--- config.mk ---
export PLATFORM = sky130hd
export DESIGN_NAME = bank_arb_resp_demux_varlat
export DESIGN_NICKNAME = d
export VERILOG_FILES = /design/src/rtl/tcdm_varlat_pkg.sv /design/src/rtl/varlat_id_fifo.sv /design/src/rtl/bank_arb_resp_demux_varlat.sv
export SDC_FILE = /design/constraint.sdc
export NUM_CORES = 1
export LEC_CHECK = 0
export ABC_CLOCK_PERIOD_IN_PS = 2630
export BUFFER_PORTS_ARGS = -buffer_cell sky130_fd_sc_hd__buf_2
export CELL_PAD_IN_SITES_DETAIL_PLACEMENT = 1
export CELL_PAD_IN_SITES_GLOBAL_PLACEMENT = 2
export CORE_AREA = 4 4 166 120
export DETAILED_ROUTE_END_ITERATION = 10
export DIE_AREA = 0 0 170 124
export PLACE_DENSITY_LB_ADDON = 0.08
export RECOVER_POWER = 25
export SYNTH_ARGS = -nofsm -noshare
export SYNTH_HDL_FRONTEND = slang
export SYNTH_SLANG_ARGS = --single-unit
--- constraint.sdc ---
create_clock -name clk_i -period 2.63 [get_ports clk_i]
set_input_delay 0.3945 -clock clk_i [delete_from_list [all_inputs] [get_ports clk_i]]
set_output_delay 0.3945 -clock clk_i [all_outputs]
set_load 0.02 [all_outputs]
--- src/rtl/tcdm_varlat_pkg.sv ---
// Shared types for the variable-latency bank arbiter: master index type and outstanding-depth limits.
package tcdm_varlat_pkg;

    localparam int unsigned MaxOutstandingLimit = 8;
    localparam int unsigned MstIdxWidth         = 8;

    typedef logic [MstIdxWidth-1:0] mst_idx_t;

    function automatic int unsigned cnt_width(input int unsigned depth);
        return $clog2(depth + 1);
    endfunction

    function automatic int unsigned ptr_width(input int unsigned depth);
        return (depth > 1) ? $clog2(depth) : 1;
    endfunction

endpackage

--- src/rtl/varlat_id_fifo.sv ---
// In-order FIFO of granted master indices; head visible combinationally, push/pop take effect next edge.
// Backpressure: full_o/empty_o; a push while full or a pop while empty is ignored.
module varlat_id_fifo
    import tcdm_varlat_pkg::*;
#(
    parameter int unsigned Depth = 2
) (
    input  logic     clk_i,
    input  logic     rst_i,
    input  logic     push_i,
    input  mst_idx_t push_dat_i,
    input  logic     pop_i,
    output mst_idx_t head_dat_o,
    output logic     full_o,
    output logic     empty_o
);

    localparam int unsigned PtrW = ptr_width(Depth);
    localparam int unsigned CntW = cnt_width(Depth);

    logic [PtrW-1:0] wr_ptr_q, wr_ptr_d;
    logic [PtrW-1:0] rd_ptr_q, rd_ptr_d;
    logic [CntW-1:0] count_q, count_d;
    mst_idx_t        mem_q [Depth];
    mst_idx_t        mem_d [Depth];
    logic            do_push, do_pop;

    function automatic logic [PtrW-1:0] ptr_inc(input logic [PtrW-1:0] p);
        return (p == PtrW'(Depth - 1)) ? '0 : p + 1'b1;
    endfunction

    assign full_o     = (count_q == CntW'(Depth));
    assign empty_o    = (count_q == '0);
    assign head_dat_o = mem_q[rd_ptr_q];

    always_comb begin
        do_push  = push_i & ~full_o;
        do_pop   = pop_i & ~empty_o;
        wr_ptr_d = do_push ? ptr_inc(wr_ptr_q) : wr_ptr_q;
        rd_ptr_d = do_pop ? ptr_inc(rd_ptr_q) : rd_ptr_q;
        count_d  = count_q + CntW'(do_push) - CntW'(do_pop);
        mem_d    = mem_q;
        if (do_push) begin
            mem_d[wr_ptr_q] = push_dat_i;
        end
    end

    always_ff @(posedge clk_i) begin
        if (rst_i) begin
            wr_ptr_q <= '0;
            rd_ptr_q <= '0;
            count_q  <= '0;
        end else begin
            wr_ptr_q <= wr_ptr_d;
            rd_ptr_q <= rd_ptr_d;
            count_q  <= count_d;
        end
    end

    // Storage needs no reset: entries are only read while count_q says they are valid.
    always_ff @(posedge clk_i) begin
        mem_q <= mem_d;
    end

endmodule

--- src/rtl/bank_arb_resp_demux_varlat.sv ---
// Round-robin arbiter of NumIn masters onto one bank, with in-order response routing; arbitration is combinational.
// Backpressure: gnt_i stalls the winner in place; req_o drops while MaxOutstanding requests are unanswered.
module bank_arb_resp_demux_varlat
    import tcdm_varlat_pkg::*;
#(
    parameter int unsigned NumIn          = 4,
    parameter int unsigned ReqDataWidth   = 32,
    parameter int unsigned RespDataWidth  = 32,
    parameter int unsigned MaxOutstanding = 2,
    parameter int unsigned LogNumIn       = (NumIn > 1) ? $clog2(NumIn) : 1
) (
    input  logic                                 clk_i,
    input  logic                                 rst_i,
    input  logic [NumIn-1:0]                     req_i,
    input  logic [NumIn-1:0][ReqDataWidth-1:0]   data_i,
    output logic [NumIn-1:0]                     gnt_o,
    output logic [NumIn-1:0]                     vld_o,
    output logic [NumIn-1:0][RespDataWidth-1:0] rdata_o,
    output logic                                 req_o,
    input  logic                                 gnt_i,
    output logic [ReqDataWidth-1:0]              data_o,
    input  logic                                 vld_i,
    input  logic [RespDataWidth-1:0]             rdata_i,
    output logic                                 spurious_vld_o
);

    localparam int unsigned Depth =
        (MaxOutstanding < 1) ? 1 :
        (MaxOutstanding > MaxOutstandingLimit) ? MaxOutstandingLimit : MaxOutstanding;

    logic [LogNumIn-1:0] ptr_q, ptr_d;
    logic [LogNumIn-1:0] winner;
    logic                win_found;
    logic                fifo_full, fifo_empty;
    logic                hs, pop;
    mst_idx_t            head_idx;

    // First pass finds a requester at/after the pointer, second pass wraps to index 0.
    always_comb begin
        winner    = ptr_q;
        win_found = 1'b0;
        for (int i = 0; i < NumIn; i++) begin
            if (!win_found && req_i[i] && (LogNumIn'(i) >= ptr_q)) begin
                win_found = 1'b1;
                winner    = LogNumIn'(i);
            end
        end
        for (int i = 0; i < NumIn; i++) begin
            if (!win_found && req_i[i]) begin
                win_found = 1'b1;
                winner    = LogNumIn'(i);
            end
        end
    end

    // Gated on registered full only, so a same-cycle response cannot reopen the request.
    assign req_o          = (|req_i) & ~fifo_full & ~rst_i;
    assign hs             = req_o & gnt_i;
    assign data_o         = data_i[winner];
    assign pop            = vld_i & ~fifo_empty & ~rst_i;
    assign spurious_vld_o = vld_i & fifo_empty & ~rst_i;
    assign rdata_o        = {NumIn{rdata_i}};

    always_comb begin
        gnt_o = '0;
        vld_o = '0;
        for (int i = 0; i < NumIn; i++) begin
            gnt_o[i] = hs && (winner == LogNumIn'(i));
            vld_o[i] = pop && (head_idx == mst_idx_t'(i));
        end
    end

    always_comb begin
        ptr_d = ptr_q;
        if (hs) begin
            ptr_d = (winner == LogNumIn'(NumIn - 1)) ? '0 : winner + 1'b1;
        end
    end

    always_ff @(posedge clk_i) begin
        if (rst_i) begin
            ptr_q <= '0;
        end else begin
            ptr_q <= ptr_d;
        end
    end

    varlat_id_fifo #(
        .Depth (Depth)
    ) u_id_fifo (
        .clk_i      (clk_i),
        .rst_i      (rst_i),
        .push_i     (hs),
        .push_dat_i (mst_idx_t'(winner)),
        .pop_i      (pop),
        .head_dat_o (head_idx),
        .full_o     (fifo_full),
        .empty_o    (fifo_empty)
    );

endmodule

== Yosys cells after proc, flatten, opt, wreduce, memory -nomap -nowiden ==
Index checks and enable logic that the tools add are counted.
Word-level totals
  bits of input ports: 168
  memories: 0
  word-level logic and storage cells: 97
  output and inout bits: 170
  ROM bits: 0
  memory bits (writable): 0
  bits in registers: 22
  bits in latches: 0
Operators by class
  reductions and logical operators: 31
  bitwise logic cells: 14
  divide/modulo/power cells: 0
  add/sub/neg operators: 5
  eq/ne operators: 7
  muxes and demuxes: 26
  shift-type cells: 0
  order comparisons: 8
  multiply operators: 0
Operators by type and width (count)
  32-bit binary-select mux with 2-bit select: 1
  32-bit 2-to-1 mux: 1
  8-bit 2-to-1 mux: 4
  1-bit logical AND: 20
  2-bit 2-to-1 mux: 9
  16-bit bitwise mux: 1
  8-bit by 2-bit == test with 1-bit output, second input constant: 2
  1-bit AND: 9
  1-bit 2-to-1 mux: 9
  8-bit demux with 1-bit select: 1
  8-bit by 1-bit == test with 1-bit output, second input constant: 1
  8-bit zero test: 1
  1-bit zero test: 7
  2-bit == test, second input constant: 3
  1-bit by 2-bit greater-or-equal comparator with 1-bit output, first input constant: 2
  2-bit greater-or-equal comparator, first input constant: 2
  2-bit greater-or-equal comparator, second input constant: 2
  2-bit zero test: 2
  1-bit NOT with 2-bit output: 2
  4-bit OR reduction: 1
  2-bit by 3-bit less-than comparator with 1-bit output, second input constant: 1
  1-bit NOT: 3
  1-bit adder, second input constant: 2
  2-bit by 1-bit adder with 2-bit output: 1
  4 further kinds: 4

== Logic depth before layout (Yosys ltp) ==
  depth after elaboration: 29
  depth in mapped cells: 10
  mapped depth without buffers: 9

== Cells and area by module ==
Synthesis repeated with hierarchy kept, for this count alone.
Unflattened totals
  cells, all modules: 343
  area, all modules: 3248.1 um2
By module, submodules not included
  bank_arb_resp_demux_varlat: area an instance 2461.1 um2, times used 1, sequential area each 40.0 um2, cells an instance 293
  varlat_id_fifo: area an instance 787.0 um2, times used 1, sequential area each 560.5 um2, cells an instance 50

== Worst setup path before layout ==
OpenSTA, ideal clock, no wires.
  path type: input to output
  start point: input port req_i[2]
  end point: output port gnt_o[3]
  data required time: 2.236 ns
  data arrival time: 1.820 ns
  cell stages on the path: 8
  slack: 0.416 ns
  buffers on the path: 2
  path through: and2b_1 > a221o_1 > o22ai_2 > buf_4 > buf_2 > inv_2 > ha_1 > and2_1
On the way
  longest elaborated chain between the ends: 21
  elaborated cells between the ends (all ways): 30
  classes of those cells: 1 x eq/ne; 11 x mux; 3 x bitwise; 15 x reduce/logical
RTL lines
  start: declaration: line bank_arb_resp_demux_varlat.sv:14  | input logic [NumIn-1:0] req_i,
  1-bit logical AND (2 in series): line bank_arb_resp_demux_varlat.sv:43  | if (!win_found && req_i[i] && (LogNumIn'(i) >= ptr_q)) begin
  1-bit 2-to-1 mux: line bank_arb_resp_demux_varlat.sv:43
  1-bit zero test: line bank_arb_resp_demux_varlat.sv:43
  1-bit logical AND (2 in series): line bank_arb_resp_demux_varlat.sv:43
  1-bit 2-to-1 mux: line bank_arb_resp_demux_varlat.sv:43
  1-bit zero test: line bank_arb_resp_demux_varlat.sv:49  | if (!win_found && req_i[i]) begin
  1-bit logical AND: line bank_arb_resp_demux_varlat.sv:49
  1-bit 2-to-1 mux: line bank_arb_resp_demux_varlat.sv:49
  (+4 left out)
  1-bit logical AND: line bank_arb_resp_demux_varlat.sv:49
  1-bit 2-to-1 mux: line bank_arb_resp_demux_varlat.sv:49
  1-bit zero test: line bank_arb_resp_demux_varlat.sv:49
  1-bit logical AND: line bank_arb_resp_demux_varlat.sv:49
  2-bit 2-to-1 mux (*): line bank_arb_resp_demux_varlat.sv:49
  via u_id_fifo.push_dat_i[1]: line varlat_id_fifo.sv:11  | input mst_idx_t push_dat_i,
  2-bit == test (*): line bank_arb_resp_demux_varlat.sv:68  | gnt_o[i] = hs && (winner == LogNumIn'(i));
  1-bit logical AND (*): line bank_arb_resp_demux_varlat.sv:68
  end: declaration: line bank_arb_resp_demux_varlat.sv:16  | output logic [NumIn-1:0] gnt_o,
The timed path passes the listed nets; every way through them passes the cells marked *.

== Worst setup path in the final report ==
  start point: register ptr_q[0]
  end point: output port data_o[25]
On the way
  longest elaborated chain between the ends: 29
  elaborated cells between the ends (all ways): 39
  classes of those cells: 4 x order compare; 17 x mux; 18 x reduce/logical
RTL lines
  start: declaration: line bank_arb_resp_demux_varlat.sv:31  | logic [LogNumIn-1:0] ptr_q, ptr_d;
  start signal: assignment: line bank_arb_resp_demux_varlat.sv:84  | ptr_q <= ptr_d;
  1-bit by 2-bit greater-or-equal comparator with 1-bit output: line bank_arb_resp_demux_varlat.sv:43
  1-bit logical AND: line bank_arb_resp_demux_varlat.sv:43
  1-bit 2-to-1 mux: line bank_arb_resp_demux_varlat.sv:43
  1-bit zero test: line bank_arb_resp_demux_varlat.sv:43
  1-bit logical AND (2 in series): line bank_arb_resp_demux_varlat.sv:43
  1-bit 2-to-1 mux: line bank_arb_resp_demux_varlat.sv:43
  1-bit zero test: line bank_arb_resp_demux_varlat.sv:43
  1-bit logical AND (2 in series): line bank_arb_resp_demux_varlat.sv:43
  (+11 left out)
  1-bit zero test: line bank_arb_resp_demux_varlat.sv:49
  1-bit logical AND: line bank_arb_resp_demux_varlat.sv:49
  1-bit 2-to-1 mux: line bank_arb_resp_demux_varlat.sv:49
  1-bit zero test: line bank_arb_resp_demux_varlat.sv:49
  1-bit logical AND: line bank_arb_resp_demux_varlat.sv:49
  2-bit 2-to-1 mux (*): line bank_arb_resp_demux_varlat.sv:49
  32-bit binary-select mux with 2-bit select (*): line bank_arb_resp_demux_varlat.sv:59  | assign data_o = data_i[winner];
  32-bit 2-to-1 mux (not written as such) (*): line bank_arb_resp_demux_varlat.sv:59
  end: declaration: line bank_arb_resp_demux_varlat.sv:21  | output logic [ReqDataWidth-1:0] data_o,
Every way passes the cells marked *; elsewhere a longest branch is shown, timed or not. The select of a mux whose other input is x is not followed.

==> metrics.md <==
| Metric | Value |
|---|---|
| Outcome | `complete, no violations` |
| Pint | `766 uW` |
| Critical Path, Cell by Cell | `and2b_1 -> a221o_1 -> o22ai_4 -> buf_12 -> o221ai_1 -> o21ai_1 -> buf_2` |
| Largest delay contributor family on the critical path | `compound AO/OA/AOI/OAI gates` |
| Post-Route Skew | `0.00249 ns` |
| Count of inserted antenna diode cells | `0` |
| Setup TNS after final layout | `0 ns` |
| Tightest Pin Transition | `0.491 ns` |
| Maximum number of pins on one net before global-route repair | `43` |
| # nets final | `about 540` |
| Headroom to the max-slew limit | `0.672` |
| GRT overflow | `0` |
| Final-report setup violation count | `0` |
| Initial core utilization | `0.146` |
| Fraction of power consumed by sequential logic | `0.149` |
| Critical path class | `flip-flop to primary output` |
| Number of distinct standard cells referenced by the synthesized netlist | `a little over 40` |
| Half-perimeter wire length after detailed placement | `8.18 mm` |
| Required time worst endpoint | `2.24 ns` |
| Total global routing track utilization | `0.0842` |
| I/O pin count | `338` |
| Number of cells produced by synthesis | `325` |
| Final-report hold violation count | `0` |
| CP max stage delay | `0.34 ns` |
| Share of cells above drive strength 1 | `0.593` |
| Post-layout instance area | `~3000 sq um` |
| DRC violation count after routing | `0` |
| Number of enable flip-flop cells after synthesis | `4` |
| Number of antenna violations at the first check in global routing | `0` |
| Clock edge transition at the registers on the reported setup and hold paths | `around 0.04 ns` |
| Routed length per instance | `roughly 17 um` |
| TritonCTS Buffers | `3` |
| Vert. Die Dim | `124 um` |
| Most area-consuming cells after synthesis | `sky130_fd_sc_hd__buf_4 (37%), sky130_fd_sc_hd__mux2i_1 (12%), sky130_fd_sc_hd__o221ai_2 (11%)` |
| Unrepaired setup endpoints after global routing | `false` |
| Via count | `2324` |
| Vias per Instance | `3.80` |
| Pre-Repair DR Iteration Count | `4` |
| Wire length reported by the detailed router | `10.2 mm` |
| Max frequency | `400 MHz` |
| Area share of the largest cell type after synthesis | `0.366` |
| Clk Latency, worst-skew pair | `0.23 ns` |
| Post-layout min period | `2.50 ns` |
| DR iter-0 viols | `77` |
| Cell at the root of the clock tree | `sky130_fd_sc_hd__clkbuf_16` |
| I/O Buffers | `177` |
| P_leak | `1.48 nW` |
| Worst hold slack | `0.469 ns` |
| Post-Synthesis Mean Instance Area | `8.28 sq um` |
| Filler cell count in the final layout | `between 2k and 2.5k` |
| Clock network power share | `0.193` |
| Cell area after synthesis | `between 2000 and 3000 sq um` |
| CP Max Fanout | `21` |
| Net count after synthesis | `between 400 and 500` |
| Pwr dens | `454 nW/um^2` |
| Most frequently used cell type in the post-synthesis netlist | `sky130_fd_sc_hd__buf_4` |
| Standard cell with the maximum stage delay on the critical path | `sky130_fd_sc_hd__dfxtp_1` |
| Share of flip-flops with an asynchronous set or reset after synthesis | `0` |
| Data arrival time at the worst-slack endpoint | `2.11 ns` |
| Synthesized flop and latch total | `10` |
| Core Box Area | `between 15000 and 20000 sq um` |
| Launching element type of the critical path | `flip-flop` |
| Endpoint kind of the worst setup timing path | `primary output` |
| Wire length of the first global-routing pass | `14.2 mm` |
| Worst IR drop on VDD | `146 uV` |
| Cell Rows | `42` |
| Hold/Removal Path Class | `input pin to flip-flop` |
| CTS tree | `built` |
| Die area | `21100 sq um` |
| Total clock sinks | `10` |
| Warning count from the yosys run | `0` |
| Most used standard cells in the synthesized netlist | `sky130_fd_sc_hd__buf_4 (131), sky130_fd_sc_hd__mux2i_1 (33), sky130_fd_sc_hd__o21ai_1 (33)` |
| Number of global-route vias before repair | `2434` |
| Proportion of synthesized chip area in sequential cells | `0.0893` |
| Max-capacitance violation count | `0` |
| # H-tree levels | `1` |
| Horizontal extent of the die | `170 um` |
| Total buffers and inverters traversed by the critical path | `2` |
| Switching power as a share of total power | `0.443` |
| P&R area growth vs syn | `12.7%` |
| Final worst path period share | `0.952` |
| Share of power burned in combinational logic | `0.658` |
| Number of nets still failing antenna checks after routing | `0` |
| RD Place Congestion | `0.703` |
| Main synth FF type | `sky130_fd_sc_hd__dfxtp_1` |
| Area after detailed placement | `between 2000 and 3000 sq um` |
| Number of placed instances, taps included | `605` |
| Largest area contributor in the netlist | `sky130_fd_sc_hd__buf_4` |
| Filler-free cell count of the finished design | `611` |
| Fin. max-slew vios | `0` |
| Switching power summed over all nets | `about 600 uW` |
| Max clock buf depth | `2` |
layout make-up:
cell class	count	area, sq um	area share
multi-input cells	157	1330	0.439
well taps	242	303	0.0999
clock inverters	1	3.75	0.00124
inverters	10	42.5	0.0140
repair buffers	188	1040	0.342
flip-flops and latches	10	241	0.0797
clock buffers	3	75.1	0.0248
sequential cells by signal, summed over array words and instances, names as in the netlist:
signal and count:
u_id_fifo.count_q 2, u_id_fifo.rd_ptr_q 1, ptr_q 2, u_id_fifo.wr_ptr_q 1
u_id_fifo.mem_q 4
path summary, 6_finish.rpt:
path / start / end / slack (ns) / depth (start not counted)
setup / recovery: ptr_q[0] / data_o[25] / 0.13 / 7
hold / removal: rst_i / u_id_fifo.count_q[1] / 0.47 / 2
setup reg to reg: ptr_q[0] / ptr_q[1] / 0.73 / 7
hold reg to reg: u_id_fifo.wr_ptr_q / u_id_fifo.wr_ptr_q / 0.56 / 2
power groups by stage:
stage | logic (mW) | registers, mW | clock network (mW)
after floorplan | 0.859 | 0.197 | 0
after global placement | 0.922 | 0.209 | 0
after detailed placement | 0.910 | 0.208 | 0
after CTS | 0.913 | 0.205 | 0.274
after global routing | 0.998 | 0.208 | 0.286
final | 0.905 | 0.205 | 0.265
cell usage in the layout, fill, tap and decap left out, drive strengths merged:
cell     synthesis  final
a21oi            2      2
o31ai            1      1
and2b            2      2
a32oi            1      1
o221ai          32     32
nor3b            1      1
o32a             1      1
clkinv           0      1
a2111oi          1      1
nand2            1      1
mux2i           33     33
nand2b           1      1
edfxtp           4      4
xnor2            2      2
a211oi           1      1
and2             5      5
nand3b           1      1
a221o            1      1
nor2            15     15
a31oi            1      1
clkbuf           3      4
inv             10     10
o21bai           1      1
nor4             1      1
o22ai            1      1
nor2b            4      4
dfxtp            6      6
o21ai           34     34
nand3            1      1
nor3             3      3
ha               6      6
xor2             2      2
o21a             2      2
buf            145    187
cell families (layout without fill, tap and decap cells):
logic type,count (synthesis),count (layout),share of synthesized area
AO/OA/AOI/OAI,79,79,0.253
multiplexers,33,33,0.123
flip-flops,10,10,0.0893
buffers and inverters,158,202,0.424
XOR/XNOR,4,4,0.0130
AND/OR/NAND/NOR,35,35,0.0702
adder cells (fa/ha/maj),6,6,0.0279
repair_timing:
action,in CTS,in global routing
buffers inserted,0,1
resized for setup,0,2
hold buffers,0,0
endpoints found under the setup margin,0,23
hold endpoints to repair,0,0
through the flow:
step / total power [mW] / utilization / setup slack [ns]
final: 1.38 / 0.164 / 0.127
after global routing: 1.49 / 0.164 / 0.00219
after CTS: 1.39 / 0.162 / 0.0133
after detailed placement: 1.12 / 0.158 / 0.0943
after global placement: 1.13 / 0.158 / 0.137
after floorplan: 1.06 / - / 0.416
routing by layer:
layer,wire length (um),share of wire,GRT usage
met5,0,0,0
met3,936,0.092,0.0260
met1,4090,0.40,0.102
met2,5110,0.50,0.148
met4,71,0.0070,0.0165
Power figures use the tool's default switching activity.
